[src/rtl/counter_bank.sv]
// counter_bank
//   Bank of NUM_CNT independent up/down counters on one clock. Each lane has
//   its own enable, direction and parallel load, and either wraps modulo
//   2^WIDTH (SAT=0) or sticks at 0 / 2^WIDTH-1 (SAT=1). A registered
//   terminal-count pulse per lane flags a wrap, or a step blocked at a limit.
//   A registered sum of all lanes follows the counters one cycle behind.
//
// Ports
//   clk     rising-edge clock
//   rst     asynchronous active-high reset (cnt, tc and sum forced to 0)
//   clr     synchronous clear of every lane (priority over ld and en)
//   en      per-lane count enable
//   up      per-lane direction, 1 = increment, 0 = decrement
//   ld      per-lane parallel load strobe (priority over en)
//   ld_val  load values, lane i in [i*WIDTH +: WIDTH]
//   cnt     counter values, lane i in [i*WIDTH +: WIDTH]
//   tc      per-lane terminal-count pulse, aligned with the cnt it describes
//   sum     zero-extended sum of all lanes as they stood one cycle earlier
module counter_bank #(
  parameter int WIDTH   = 16,
  parameter int NUM_CNT = 4,
  parameter int SAT     = 0
) (
  input  logic                                clk,
  input  logic                                rst,
  input  logic                                clr,
  input  logic [NUM_CNT-1:0]                  en,
  input  logic [NUM_CNT-1:0]                  up,
  input  logic [NUM_CNT-1:0]                  ld,
  input  logic [NUM_CNT*WIDTH-1:0]            ld_val,
  output logic [NUM_CNT*WIDTH-1:0]            cnt,
  output logic [NUM_CNT-1:0]                  tc,
  output logic [WIDTH+$clog2(NUM_CNT)-1:0]    sum
);

  localparam int SUM_W = WIDTH + $clog2(NUM_CNT);
  localparam logic [WIDTH-1:0] CNT_MAX = '1;

  // Result of one counting step: new value plus the terminal-count flag.
  typedef struct packed {
    logic             tc;
    logic [WIDTH-1:0] val;
  } step_t;

  // Increment with wrap or saturation at the top of the range.
  function automatic step_t step_up(input logic [WIDTH-1:0] v);
    step_t r;
    if (v == CNT_MAX) begin
      r.tc  = 1'b1;
      r.val = (SAT != 0) ? CNT_MAX : '0;
    end else begin
      r.tc  = 1'b0;
      r.val = v + 1'b1;
    end
    return r;
  endfunction

  // Decrement with wrap or saturation at the bottom of the range.
  function automatic step_t step_dn(input logic [WIDTH-1:0] v);
    step_t r;
    if (v == '0) begin
      r.tc  = 1'b1;
      r.val = (SAT != 0) ? '0 : CNT_MAX;
    end else begin
      r.tc  = 1'b0;
      r.val = v - 1'b1;
    end
    return r;
  endfunction

  // Packed 2-D views line lane i up with bits [i*WIDTH +: WIDTH].
  logic [NUM_CNT-1:0][WIDTH-1:0] ld_lane;
  logic [NUM_CNT-1:0][WIDTH-1:0] cnt_nxt;
  logic [NUM_CNT-1:0][WIDTH-1:0] cnt_p0;
  logic [NUM_CNT-1:0]            tc_nxt;
  logic [NUM_CNT-1:0]            tc_p0;
  logic [SUM_W-1:0]              sum_nxt;
  logic [SUM_W-1:0]              sum_p1;

  assign ld_lane = ld_val;

  // Stage p0: per-lane next value, priority clr > ld > en.
  always_comb begin
    step_t s;
    s       = '0;
    cnt_nxt = cnt_p0;
    tc_nxt  = '0;
    for (int i = 0; i < NUM_CNT; i++) begin
      if (clr) begin
        cnt_nxt[i] = '0;
      end else if (ld[i]) begin
        cnt_nxt[i] = ld_lane[i];
      end else if (en[i]) begin
        s          = up[i] ? step_up(cnt_p0[i]) : step_dn(cnt_p0[i]);
        cnt_nxt[i] = s.val;
        tc_nxt[i]  = s.tc;
      end
    end
  end

  // Stage p1: sum of the registered lanes. Growth bits make it exact.
  always_comb begin
    sum_nxt = '0;
    for (int i = 0; i < NUM_CNT; i++) begin
      sum_nxt = sum_nxt + SUM_W'(cnt_p0[i]);
    end
  end

  always_ff @(posedge clk or posedge rst) begin
    if (rst) begin
      cnt_p0 <= '0;
      tc_p0  <= '0;
      sum_p1 <= '0;
    end else begin
      cnt_p0 <= cnt_nxt;
      tc_p0  <= tc_nxt;
      sum_p1 <= sum_nxt;
    end
  end

  assign cnt = cnt_p0;
  assign tc  = tc_p0;
  assign sum = sum_p1;

endmodule

[config.mk]
export PLATFORM = sky130hd
export DESIGN_NAME = counter_bank
export DESIGN_NICKNAME = d
export VERILOG_FILES = /design/src/rtl/counter_bank.sv
export SDC_FILE = /design/constraint.sdc
export NUM_CORES = 1
export LEC_CHECK = 0
export CORE_ASPECT_RATIO = 0.8
export CORE_MARGIN = 3
export CORE_UTILIZATION = 54
export DETAILED_ROUTE_END_ITERATION = 16
export GPL_ROUTABILITY_DRIVEN = 0
export HOLD_SLACK_MARGIN = 0.12
export PLACE_DENSITY_LB_ADDON = 0.05
export RECOVER_POWER = 25
export REMOVE_ABC_BUFFERS = 1
export SYNTH_ARGS = -nofsm -noshare
export SYNTH_HDL_FRONTEND = slang
export SYNTH_SLANG_ARGS = --single-unit
export TNS_END_PERCENT = 1
[constraint.sdc]
create_clock -name clk -period 4.04 [get_ports clk]
set_input_delay 0.808 -clock clk [delete_from_list [all_inputs] [get_ports clk]]
set_output_delay 0.808 -clock clk [all_outputs]
set_load 0.05 [all_outputs]
# Yosys cells after proc, flatten, opt, wreduce, memory -nomap -nowiden
# Cells that the tools add are included.
# totals
word_cells	65
output_inout_bits	86
mem_bits_ro	0
regBits	86
n_memories	0
latch_bits	0
ramBits	0
# op_classes
n_lt_le_gt_ge	0
div_mod_pow	0
bitwise	0
eq_ne	4
muxes	36
shifts	0
add_sub_neg	11
reduce_logical	8
multipliers	0
# op_table
cell	n
two-way mux 17 bit	12
two-way mux 16 bit	12
adder 16 x 1 -> 16 bit (second input constant)	4
equality test 16 bit (second input constant)	4
zero test 16 bit	4
subtractor 16 x 1 -> 16 bit (second input constant)	4
adder 17 x 16 -> 18 bit	1
adder 18 x 16 -> 18 bit	1
adder 16 x 16 -> 17 bit	1
two-way mux 1 bit	12
nonzero test 3 bit	4

# Depth between registers and ports, before layout
# logic_depth
word_depth	6
depth_mapped	13

# Least setup slack after synthesis
# OpenSTA, ideal clock, no wires.
# synth_path
path_kind	reg-to-reg
start	register cnt_p0, in the netlist cnt[40]
end	register sum_p1[13], in the netlist sum[13]
path_stages_with_launch	11
path_buffers	1
setup_time_ns	0.071
path_slack_ns	0.264
required_ns	3.969
arrival_time_ns	3.706
period_less_slack_ns	3.776
path_cell_list	dfrtp_1 > clkbuf_1 > inv_1 > fa_1 > fa_1 > inv_1 > ha_1 > a2111oi_0 > a21boi_0 > or4_1 > nand4_1
# synth_between
elab_chain_len	2
# synth_lines
item	line_no	source
start, declared	74	logic [NUM_CNT-1:0][WIDTH-1:0] cnt_p0;
start signal, assigned	115	cnt_p0 <= cnt_nxt;
adder 17 x 16 -> 18 bit	105	sum_nxt = sum_nxt + SUM_W'(cnt_p0[i]);
adder 18 x 16 -> 18 bit	105	
via sum_nxt[13]	77	logic [SUM_W-1:0] sum_nxt;
end signal, assigned	117	sum_p1 <= sum_nxt;
end, declared	78	logic [SUM_W-1:0] sum_p1;
# The timed path passes the listed nets, and every way through them passes these cells.
# A chain may end at the register's enable or synchronous reset.

# Worst setup path after layout
# layout_path
start	register cnt_p0, in the netlist cnt[1]
end	register sum_p1[17], in the netlist sum[17]
# layout_between
elab_chain_len	3
# layout_lines
item	line_no
adder 16 x 16 -> 17 bit	105
adder 17 x 16 -> 18 bit	105
adder 18 x 16 -> 18 bit	105
via sum_nxt[17]	77
# The timed path passes the listed nets, and every way through them passes these cells.

==> results.ini <==
[synth]
synth_edf_count=0
ys.warnings.count=0
async_reset_ff_share_pct=100
synth.distinct_cells=75
syn_area_per_cell_um2=7.74
synth_seq_cells=86
synth_area_mm2=0.00843
syn_inst=1089
synth_flop_cell=dfrtp_1
synth_seq_area_share_pct=25.5

[sta]
setup_violations=0
clock.fmax_ghz=0.265
setup_slack_ns=0.272
worst_pin_slew_ns=2.32
tns_ns=0
fin_crit_sh_pct=93.3
layout_min_cycle_time_ns=3.77
slew_violations=87
hold_viol_final=0
hold_ws_ns=0.683
rsz0062_at_grt=no
finalClockSkew_ns=0.00993
slew-limit-headroom_pct=-54.6

[routing]
vias_per_cell=6.47
wl_met1_um=12500
highest_layer=met4
wl_met2_um=12000
drt_iter0_drc=1299
wl_met3_um=3530
firstDrtPassIters=6
route.antenna.remaining_nets=0
route.vias.total=9298
routedWlPerCell_um=20.1
drc=0
routed_wl_um=28900

[pwr]
power_mw=4.09
cellLeakagePower_nw=4.22
peakVddDrop_mv=0.291
p_per_area_mw_per_mm2=385

[outcome]
violations=capacitance limit, slew limit
outcome=complete, but fails checks

[worst_hold_path]
hp-class=reg2reg
hold_depth=3

[clock_tree]
cts_hold_buf=0
cts.sinks=86
cts_root_buffer=clkbuf_16
numCtsBuffers=9
htree_levels=3
cts_tree=yes
clk_latency_ns=0.36
clkTransAtPathRegs_ns=0.07
cts_buffer_depth=2

[global_routing]
grt_usage_pct=33.2
grt_max_degree=87
grt_pass1_vias=8339
overflow=0
grt_pass1_wl_um=46200
antenna_found_initial=0

[worst_setup_path]
r2r_slack_ns=0.27
slowest_stage=fa_1
path_max_fanout=8
crit_start=cnt[1]
worst-path-stages=13
crit_end=sum[17]
path_class=reg2reg
required_ns=4.32
rr_endpoint=sum[17]
critPathBufInv=3
end_kind=register
critPathTopFamily=adder cells
r2r_cells=13
cp_cell_sequence=clkinvlp_4, fa_1, fa_1, inv_1, ha_1, inv_1, fa_1, nand2b_1, a21boi_0, o21ai_0, a21oi_1, o21ai_0, o21ai_0
r2r-start=cnt[1]
cpPeakStageDelay_ns=0.60
start_kind=register
cp.arrival_ns=4.04

[placement]
placed_cells=1421
preCtsSetupSlack_ns=0.274
hpwl_um=21400
port_buffers=164

[floorplan]
die_area_mm2=0.0172
die_w_um=146
top_level_ports=165
rows=40
die_y_um=118
core_area_mm2=0.0152
initial_core_util_pct=55.6

[cells_and_area]
final_cell_mix=clkdlybuf4s50_1 (162), inv_1 (117), a21oi_1 (103), dfrtp_1 (85), nor2_1 (69)
drive_gt1_share_pct=5.94
final_common_cell=clkdlybuf4s50_1
fillerInstances=1304
num-nets-final=1364
n_antenna_cell=0
syn_to_final_growth_pct=26.1
final_cells=1438

[run]
maxCapViolations=1

-- how the worst min path moves through the flow --
| stage | end | startpoint | slack (ns) |
|---|---|---|---|
| finish | cnt[34] | cnt[34] | 0.68 |
| global route | tc[2] | cnt[47] | 0.71 |
| CTS | cnt[34] | cnt[34] | 0.68 |
| detailed placement | cnt[34] | cnt[34] | 0.67 |
| global placement | cnt[21] | cnt[21] | 0.66 |
| floorplan | cnt[24] | cnt[24] | 0.84 |
-- metal layers --
layer  GRT usage [%]  up-vias
li1                -     4256
met1            49.3     4328
met2            46.3      643
met3            9.70       71
met4            10.4        0
met5               0        -
-- state kept, by name, indices dropped and copies added (netlist names) --
name and flops:
cnt 64, sum 18, tc 4
-- cell families (layout without fill, tap and decap cells) --
| group | Yosys count | after routing | share of synthesized area (%) |
|---|---|---|---|
| compound gates | 329 | 329 | 25.7 |
| xor+xnor | 43 | 43 | 4.47 |
| fa+ha+maj | 61 | 61 | 11.9 |
| buf+inv | 195 | 334 | 8.80 |
| flops | 86 | 86 | 25.5 |
| mux | 6 | 6 | 0.727 |
| simple gates | 369 | 369 | 22.8 |
-- cell usage after synthesis, drive strengths merged, types with 9 or more instances --
cell type | instances | area [µm²]
nand3 | 43 | 215
a31oi | 21 | 131
a221oi | 14 | 123
or4 | 9 | 75.1
inv | 119 | 447
a211oi | 9 | 67.6
dfrtp | 86 | 2150
and3 | 13 | 81.3
clkbuf | 68 | 255
o21ai | 53 | 265
xnor2 | 38 | 333
nand2b | 14 | 87.6
o22ai | 21 | 131
nor3 | 66 | 335
nand2 | 63 | 236
a311oi | 10 | 87.6
nor2 | 69 | 259
a2111oi | 10 | 87.6
a21o | 10 | 75.1
nor2b | 11 | 68.8
a21oi | 103 | 515
ha | 29 | 363
nor4 | 19 | 119
and4 | 10 | 87.6
fa | 32 | 641
nand4 | 26 | 163
-- cell type report --
type                            count  area (µm²)  share of cell area, %
Sequential cell                    86        2150                   20.3
Multi-Input combinational cell    808        5540                   52.1
Timing Repair Buffer              199        1900                   17.8
Tap cell                          210         263                   2.47
Clock buffer                       11         253                   2.38
Clock inverter                      4        70.1                  0.659
Inverter                          120         455                   4.28
-- report_power, final --
part           internal [mW]  switching [mW]
clock network          0.571           0.383
registers              0.994           0.141
logic                  0.725            1.27
total                   2.29            1.80
-- what timing repair did --
item	CTS	global route
buffers inserted	0	2
resized for setup	0	3
hold endpoints to repair	0	0
setup endpoints to repair	0	4
-- stage by stage --
| step | instance area, µm² | utilization [%] |
|---|---|---|
| 6_report | 10600 | 70.1 |
| 3_3_place_gp | 10300 | 67.9 |
| 4_1_cts | 10600 | 70.0 |
| 2_1_floorplan | 8140 | - |
| 3_5_place_dp | 10300 | 67.9 |
| 5_1_grt | 10600 | 70.1 |
-- worst register-to-register path: stages (launching register included) --
cell and delay (ns):
dfrtp_2 0.45, clkinvlp_4 0.23, fa_1 0.60, fa_1 0.41, inv_1 0.07, ha_1 0.17, inv_1 0.06, fa_1 0.39
nand2b_1 0.15, a21boi_0 0.23, o21ai_0 0.21, a21oi_1 0.27, o21ai_0 0.22, o21ai_0 0.22
Power figures use the tool's default switching activity.
